===== src/rtl/ysyx_22051468_ifu.sv =====
// Instruction fetch unit: PC, single-outstanding fetch channel, registered instruction FIFO, redirect squash.
// Optional misaligned-redirect halt enabled by defining YSYX_22051468_IFU_MISALIGN_EN.
module ysyx_22051468_ifu #(
    parameter int unsigned      WIDTH      = 64,
    parameter logic [WIDTH-1:0] RESET_PC   = WIDTH'(64'h8000_0000),
    parameter int unsigned      FIFO_DEPTH = 2
) (
    input  logic             clk,
    input  logic             rst_n,
    input  logic             redirect_valid_i,
    input  logic [WIDTH-1:0] redirect_pc_i,
    output logic             mem_req_valid_o,
    output logic [WIDTH-1:0] mem_req_addr_o,
    input  logic             mem_req_ready_i,
    input  logic             mem_rsp_valid_i,
    input  logic [31:0]      mem_rsp_data_i,
    output logic             inst_valid_o,
    output logic [31:0]      inst_o,
    output logic [WIDTH-1:0] inst_addr_o,
    input  logic             inst_ready_i
`ifdef YSYX_22051468_IFU_MISALIGN_EN
    ,
    output logic             misalign_o
`endif
);

    localparam int unsigned   AW      = $clog2(FIFO_DEPTH);
    localparam int unsigned   CW      = AW + 1;
    localparam logic [CW-1:0] DEPTH_C = CW'(FIFO_DEPTH);

    typedef enum logic [1:0] {
        S_IDLE = 2'd0,
        S_REQ  = 2'd1,
        S_WAIT = 2'd2
`ifdef YSYX_22051468_IFU_MISALIGN_EN
        ,
        S_HALT = 2'd3
`endif
    } state_t;

    state_t           state;
    logic [WIDTH-1:0] pc;
    logic [WIDTH-1:0] tgt;
    logic [WIDTH-1:0] next_pc;
    logic [WIDTH-1:0] pc_plus4;
    logic             drop;
    logic             drop_nxt;
    logic             rsp_fire;
    logic             push;
    logic             pop;
    logic             launch;
    logic [31:0]      fifo_data [FIFO_DEPTH];
    logic [WIDTH-1:0] fifo_addr [FIFO_DEPTH];
    logic [AW-1:0]    wr_ptr;
    logic [AW-1:0]    rd_ptr;
    logic [AW-1:0]    rd_nxt;
    logic [CW-1:0]    fifo_count;
    logic [CW-1:0]    cnt_push;
    logic [CW-1:0]    cnt_nxt;
`ifdef YSYX_22051468_IFU_MISALIGN_EN
    logic             misalign_nxt;
`endif

    // Next PC, drop flag, FIFO bookkeeping and request-launch decision
    always_comb begin
`ifdef YSYX_22051468_IFU_MISALIGN_EN
        tgt          = redirect_pc_i;
        misalign_nxt = redirect_valid_i ? (redirect_pc_i[1:0] != 2'b00) : misalign_o;
`else
        tgt          = {redirect_pc_i[WIDTH-1:2], redirect_pc_i[1:0] & 2'b00};
`endif
        pc_plus4 = mem_req_addr_o + WIDTH'(4);
        rsp_fire = (state == S_WAIT) && mem_rsp_valid_i;
        push     = rsp_fire && !drop && !redirect_valid_i;
        pop      = inst_valid_o && inst_ready_i && !redirect_valid_i;
        cnt_push = fifo_count + CW'(push);
        cnt_nxt  = cnt_push - CW'(pop);
        rd_nxt   = rd_ptr + AW'(pop);

        next_pc = pc;
        if (redirect_valid_i) begin
            next_pc = tgt;
        end else if (push) begin
            next_pc = pc_plus4;
        end

        drop_nxt = drop;
        if (rsp_fire) begin
            drop_nxt = 1'b0;
        end else if (redirect_valid_i && (state == S_REQ || state == S_WAIT)) begin
            drop_nxt = 1'b1;
        end

        launch = 1'b0;
        case (state)
            S_IDLE:  launch = redirect_valid_i || (fifo_count < DEPTH_C);
            S_WAIT:  launch = mem_rsp_valid_i && (redirect_valid_i || (cnt_push < DEPTH_C));
`ifdef YSYX_22051468_IFU_MISALIGN_EN
            S_HALT:  launch = redirect_valid_i;
`endif
            default: launch = 1'b0;
        endcase
`ifdef YSYX_22051468_IFU_MISALIGN_EN
        if (misalign_nxt) begin
            launch = 1'b0;
        end
`endif
    end

    // Fetch FSM with registered request outputs
    always_ff @(posedge clk or negedge rst_n) begin
        if (!rst_n) begin
            state           <= S_IDLE;
            pc              <= RESET_PC;
            drop            <= 1'b0;
            mem_req_valid_o <= 1'b0;
            mem_req_addr_o  <= '0;
`ifdef YSYX_22051468_IFU_MISALIGN_EN
            misalign_o      <= 1'b0;
`endif
        end else begin
            pc   <= next_pc;
            drop <= drop_nxt;
`ifdef YSYX_22051468_IFU_MISALIGN_EN
            misalign_o <= misalign_nxt;
`endif
            if (launch) begin
                state           <= S_REQ;
                mem_req_valid_o <= 1'b1;
                mem_req_addr_o  <= next_pc;
            end else begin
                case (state)
`ifdef YSYX_22051468_IFU_MISALIGN_EN
                    S_IDLE: if (misalign_nxt) state <= S_HALT;
`endif
                    S_REQ: begin
                        if (mem_req_ready_i) begin
                            state           <= S_WAIT;
                            mem_req_valid_o <= 1'b0;
                        end
                    end
                    S_WAIT: begin
                        if (mem_rsp_valid_i) begin
`ifdef YSYX_22051468_IFU_MISALIGN_EN
                            state <= misalign_nxt ? S_HALT : S_IDLE;
`else
                            state <= S_IDLE;
`endif
                        end
                    end
                    default: ;
                endcase
            end
        end
    end

    // FIFO pointers and registered head; a word landing in an empty FIFO becomes head directly
    always_ff @(posedge clk or negedge rst_n) begin
        if (!rst_n) begin
            wr_ptr       <= '0;
            rd_ptr       <= '0;
            fifo_count   <= '0;
            inst_valid_o <= 1'b0;
            inst_o       <= '0;
            inst_addr_o  <= '0;
        end else if (redirect_valid_i) begin
            wr_ptr       <= '0;
            rd_ptr       <= '0;
            fifo_count   <= '0;
            inst_valid_o <= 1'b0;
        end else begin
            if (push) begin
                wr_ptr <= wr_ptr + AW'(1);
            end
            rd_ptr       <= rd_nxt;
            fifo_count   <= cnt_nxt;
            inst_valid_o <= (cnt_nxt != '0);
            if (fifo_count == CW'(pop)) begin
                if (push) begin
                    inst_o      <= mem_rsp_data_i;
                    inst_addr_o <= mem_req_addr_o;
                end
            end else begin
                inst_o      <= fifo_data[rd_nxt];
                inst_addr_o <= fifo_addr[rd_nxt];
            end
        end
    end

    // FIFO storage
    always_ff @(posedge clk) begin
        if (push) begin
            fifo_data[wr_ptr] <= mem_rsp_data_i;
            fifo_addr[wr_ptr] <= mem_req_addr_o;
        end
    end

endmodule


===== config.mk =====
export PLATFORM = sky130hd
export DESIGN_NAME = ysyx_22051468_ifu
export DESIGN_NICKNAME = d
export VERILOG_FILES = /design/src/rtl/ysyx_22051468_ifu.sv
export SDC_FILE = /design/constraint.sdc
export NUM_CORES = 1
export LEC_CHECK = 0
export BUFFER_PORTS_ARGS = -buffer_cell sky130_fd_sc_hd__buf_4
export CELL_PAD_IN_SITES_DETAIL_PLACEMENT = 0
export CELL_PAD_IN_SITES_GLOBAL_PLACEMENT = 1
export CORE_MARGIN = 2
export CORE_UTILIZATION = 24
export DETAILED_ROUTE_END_ITERATION = 12
export PLACE_DENSITY_LB_ADDON = 0.1
export SYNTH_ARGS = -nofsm -noshare
export SYNTH_HDL_FRONTEND = slang
export SYNTH_SLANG_ARGS = --single-unit

===== constraint.sdc =====
create_clock -name clk -period 15.1 [get_ports clk]
set_clock_uncertainty 0.1 [all_clocks]
set_input_delay 1.51 -clock clk [delete_from_list [all_inputs] [get_ports clk]]
set_output_delay 1.51 -clock clk [all_outputs]
set_load 0.01 [all_outputs]

**Word-level counts from Yosys, hierarchy flattened**

Memory sizes are Yosys's and may differ from the RTL's.
Index checks and enable logic that the tools add are counted.

- Output and inout port bits: 162
- Register bits: 233
- Logic and storage cells: 72
- Memories: 2
- RAM bits: 192
- Input port bits: 102

- Eq/ne operators: 6
- Add/subtract/negate cells: 5
- Order comparisons: 2
- Bitwise gates (word level): 1
- Reductions and logical operators: 22
- Multiplexer cells: 23

Memories:

| name | depth | bits a word | read ports | clocked after Yosys merged registers in | write ports | RTL line | text |
|---|---|---|---|---|---|---|---|
| fifo_addr | 2 | 64 | 1 | 0 | 1 | 53 | `logic [WIDTH-1:0] fifo_addr [FIFO_DEPTH];` |
| fifo_data | 2 | 32 | 1 | 0 | 1 | 52 | `logic [31:0] fifo_data [FIFO_DEPTH];` |

Operators by type and width:

| cell | number |
|---|---|
| $mux 64 | 4 |
| $add 64x3->64 const B | 1 |
| $mux 32 | 2 |
| $mux 1 | 11 |
| $reduce_bool 2->1 | 5 |
| $mux 2 | 4 |
| $logic_and 1x1->1 | 7 |
| $ne 3x3->1 const B | 2 |
| $lt 2x2->1 const B | 2 |
| $pmux 2 s2 | 1 |
| $reduce_and 2->1 | 2 |
| $logic_or 1x1->1 | 3 |
| $reduce_and 3->1 | 1 |
| $reduce_bool 3->1 | 1 |
| $add 2x1->2 | 1 |
| $eq 2x1->1 | 1 |
| $eq 2x1->1 const B | 1 |
| $eq 2x2->1 const B | 1 |
| $logic_not 1->1 | 2 |
| $logic_not 2->1 | 1 |
| $ne 2x2->1 const B | 1 |
| $pmux 1 s2 | 1 |
| $sub 2x1->2 | 1 |
| $add 1x1->1 | 1 |
| 2 further kinds | 2 |

**Longest topological paths before layout**

- Word-level depth: 11
- Mapped depth: 17
- Mapped depth without buffers: 10

**Worst setup path before layout**

No wires, ideal clock.

- Kind: input port to flip-flop
- From: input redirect_valid_i
- To: memory fifo_addr[0][0], enable pin
- Data arrival time: 6042 ps
- Cell stages on the path: 4
- Path buffers: 2
- Data required time: 14448 ps
- Setup slack: 8406 ps
- Library setup time: 552 ps
- Cell sequence: nand4bb_1 > clkbuf_1 > clkbuf_1 > nor2_1

- Cells in the longest elaborated chain, start to end: 4

RTL lines:

| what | RTL line | text |
|---|---|---|
| start, declared | 10 | `input logic redirect_valid_i,` |
| $logic_not 1->1 | 74 | `push = rsp_fire && !drop && !redirect_valid_i;` |
| $logic_and 1x1->1 | 74 |  |
| $mux 1 | 192 | `if (push) begin` |
| $mux 1 (implied by the code) | 194 | `fifo_addr[wr_ptr] <= mem_req_addr_o;` |
| end, declared | 53 |  |

No other way between the ends.

**Worst setup path after layout**

- From: input redirect_valid_i
- To: register mem_req_addr_o[21]

- Cells in the longest elaborated chain, start to end: 7
- Elaborated cells on any way between the ends: 10
- Classes of those cells: 1 x add/sub; 1 x order compare; 3 x mux; 5 x reduce/logical

RTL lines:

| what | RTL line | text |
|---|---|---|
| $logic_not 1->1 | 74 |  |
| $logic_and 1x1->1 | 74 |  |
| $add 2x1->2 | 76 | `cnt_push = fifo_count + CW'(push);` |
| $lt 2x2->1 | 97 | `S_WAIT: launch = mem_rsp_valid_i && (redirect_valid_i \|\| (cnt_push < DEPTH_C));` |
| $logic_or 1x1->1 | 97 |  |
| $logic_and 1x1->1 | 97 |  |
| $pmux 1 s2 | 95 | `case (state)` |
| end signal, assigned | 130 | `mem_req_addr_o <= next_pc;` |
| end, declared | 13 | `output logic [WIDTH-1:0] mem_req_addr_o,` |

Parallel ways exist; a longest one is shown, timed or not.
A chain may end at the register's enable or synchronous reset.

==> results.json <==
{
  "worst_pin_slew_ps": 1190,
  "synthSimpleGateAreaFrac": 0.174,
  "final_nets": 2094,
  "endpoint": "mem_req_addr_o[21]",
  "rsz0062_at_grt": "no",
  "yosysTopAreaCell": "dfrtp_1",
  "clockBufferDepth": 3,
  "maxSlewViolCount": 0,
  "clkPwrFrac": 0.296,
  "ys.warnings.count": 0,
  "synthXorXnorAreaFrac": 0.0141,
  "final-hold-violation-count": 0,
  "slowest_delay_ps": 730,
  "worst-path-buf-inv": 3,
  "switching_share": 0.349,
  "clock_latency_ps": 610,
  "cts_hold_buf": 0,
  "setup_viol": 0,
  "die_area_sq_um": 82400,
  "crit_cells": 10,
  "grt_pass1_vias": 15300,
  "arrival_ps": 5540,
  "rrSetupSlack_ps": 10550,
  "dp_hpwl_um": 45100,
  "grt_pass1_wl_um": 105000,
  "period_share": 0.340,
  "required_ps": 15500,
  "fp.dieW_um": 287,
  "reg2reg_from": "state[0]",
  "synth_nets": 1884,
  "drt-initial-drc-count": 999,
  "ir_drop_mv": 0.0813,
  "first_pass_iters": 5,
  "power_switching_w": 0.00151,
  "core_area_sq_um": 79100,
  "clock_sinks": 425,
  "grt_use_total": 0.170,
  "ios": 264,
  "mostFrequentLayoutCells": "346 x nand2_1, 295 x buf_4, 232 x dfrtp_1",
  "cts_root_buf": "clkbuf_16",
  "wl_um": 71600,
  "synth_top_family_by_area": "simple AND/OR/NAND/NOR gates",
  "antenna_found_initial": 6,
  "critical_path.top_delay_family": "simple AND/OR/NAND/NOR gates",
  "reg2reg_to": "mem_req_addr_o[21]",
  "synth_edf_count": 192,
  "vias": 15300,
  "cts_tree": "done",
  "worstSetupStartpointType": "input pin",
  "cp_cell_sequence": "buf_4, nand4bb_4, clkinv_1, ha_1, or4b_2, nand2_1, nor2_4, buf_4, mux2_2, o41ai_1",
  "synth_compound_area_frac": 0.152,
  "crit_type": "in2reg",
  "p_leak_nw": 9.69,
  "synthCells": 1776,
  "stdcell_area_sq_um": 24100,
  "drive_above_1_share": 0.208,
  "synth.avg_cell_area_sq_um": 10.8,
  "worstHoldPathType": "reg2reg",
  "grt_max_degree": 130,
  "via_per_inst": 4.98,
  "outcome": "completed",
  "layout_commonest_cell": "nand2_1",
  "ant_nets": 0,
  "syn-cell-area_sq_um": 19200,
  "path_clk_slew_ps": 60,
  "synthArstFlopShare": 0.548,
  "fmax_ghz": 0.195,
  "die-height_um": 287,
  "synth_top_area_frac": 0.302,
  "place_congestion": 0.759,
  "cp_common_cell": "buf_4",
  "start_util": 0.243,
  "power.density_nw_per_um2": 180,
  "htreeDepth": 2,
  "synth_area_leaders": "dfrtp_1 30%, edfxtp_1 30%, nand2_1 6.8%, a221o_1 3.5%, a21oi_1 2.8%",
  "crit_fanout": 48,
  "p_comb_frac": 0.274,
  "fin_crit_ps": 5140,
  "synth-adder-area-share": 0.00390,
  "grt.overflow.total": 0,
  "cp_slowest_cell": "buf_4",
  "slew_headroom": 0.197,
  "power_frac_seq": 0.431,
  "cts_resized": 0,
  "end_kind": "register",
  "cap_viol_max_count": 0,
  "numCtsBuffers": 52,
  "synth_ff_type": "dfrtp_1",
  "synthToLayoutAreaGrowth_pct": 25.3,
  "ys_seq_elements": 425,
  "core.rowCount": 103,
  "tns_ps": 0,
  "post-cts-setup-buffers": 0,
  "worstRegToRegCells": 11,
  "synth.distinct_cells": 70,
  "internal_power_w": 0.00282,
  "crit_path_start": "redirect_valid_i",
  "placed_area_sq_um": 22400,
  "drc": 0,
  "synthMuxAreaShare": 0.0222,
  "io_buffers": 261,
  "ys_seq_area_frac": 0.603,
  "wl_per_cell_um": 23.3
}
[area by class of cell]
type | count | area, sq um
Fill cell | 8168 | 55000
Sequential cell | 425 | 11600
Multi-Input combinational cell | 1194 | 7150
Timing Repair Buffer | 297 | 2250
Clock buffer | 70 | 1450
Tap cell | 1050 | 1310
Clock inverter | 27 | 280
Inverter | 16 | 60.1
Antenna cell | 1 | 2.50
[state kept, by name (all words and copies together), names as in the netlist, 2 cells and up]
register	cells
pc	64
fifo_count	2
fifo_data	64
inst_o	32
inst_addr_o	64
state	2
mem_req_addr_o	64
fifo_addr	128
[through the flow]
stage / hold slack (ps) / std cells / power [W] / utilization / setup WS, ps
after floorplan: 362 / 1776 / 0.00237 / - / 8410
after global placement: 373 / 2982 / 0.00308 / 0.283 / 9290
after detailed placement: 372 / 2982 / 0.00310 / 0.283 / 9240
after CTS: 388 / 3079 / 0.00441 / 0.305 / 9910
after global routing: 404 / 3079 / 0.00457 / 0.305 / 9740
final: 385 / 3080 / 0.00433 / 0.305 / 9960
[synthesized netlist by cell type (all sizes together), types with 5 or more instances]
library cell,instances
o41ai,6
xnor2,22
a41oi,5
o2bb2ai,40
edfxtp,192
clkbuf,120
and3,37
nand2b,7
a221o,67
and4,11
nor2b,5
a31oi,18
o22ai,5
nor2,62
ha,6
o211ai,6
or3,11
o31ai,10
nand2,348
nand3b,9
buf,21
nand4,34
inv,16
mux2i,28
o21ai,100
nand3,55
a21o,16
o311ai,6
xor2,9
or4,17
dfrtp,232
mux2,13
a22oi,5
nor4,30
a21oi,108
and2,22
nor3,28
[tightest hold or removal path, stage by stage (launching register included)]
cell	delay, ps
dfrtp_1	350
nand2_1	50
nand2_1	50
[per-layer routing]
layer / GRT usage / share of wire / vias to the layer above
li1: - / - / 7015
met1: 0.238 / 0.47 / 7833
met2: 0.268 / 0.46 / 378
met3: 0.0348 / 0.054 / 96
met4: 0.0419 / 0.021 / 8
met5: 0 / 0.00054 / -
[power by group through the flow]
| stage | clock network, W | logic (W) | registers (W) |
|---|---|---|---|
| after floorplan | 0 | 0.000576 | 0.00179 |
| after global placement | 0 | 0.00119 | 0.00189 |
| after detailed placement | 0 | 0.00120 | 0.00189 |
| after CTS | 0.00133 | 0.00121 | 0.00187 |
| after global routing | 0.00137 | 0.00129 | 0.00191 |
| final | 0.00128 | 0.00119 | 0.00187 |
[how the worst min path moves through the flow]
stage,startpoint,to,slack [ps],cells past startpoint
6_report,mem_req_valid_o,mem_req_valid_o,390,2
5_1_grt,inst_o[9],inst_o[9],400,1
4_1_cts,mem_req_valid_o,mem_req_valid_o,390,2
3_5_place_dp,mem_req_valid_o,mem_req_valid_o,370,2
3_3_place_gp,mem_req_valid_o,mem_req_valid_o,370,2
2_1_floorplan,pc[40],pc[40],360,2
[cells by family (layout without fill, tap and decap cells)]
logic type / count (synthesis) / in the layout
compound gates: 425 / 425
xor+xnor: 31 / 31
fa+ha+maj: 6 / 6
buf+inv: 157 / 410
flops: 425 / 425
mux: 41 / 41
other cells: 0 / 1
simple gates: 691 / 691
Power figures use the tool's default switching activity.
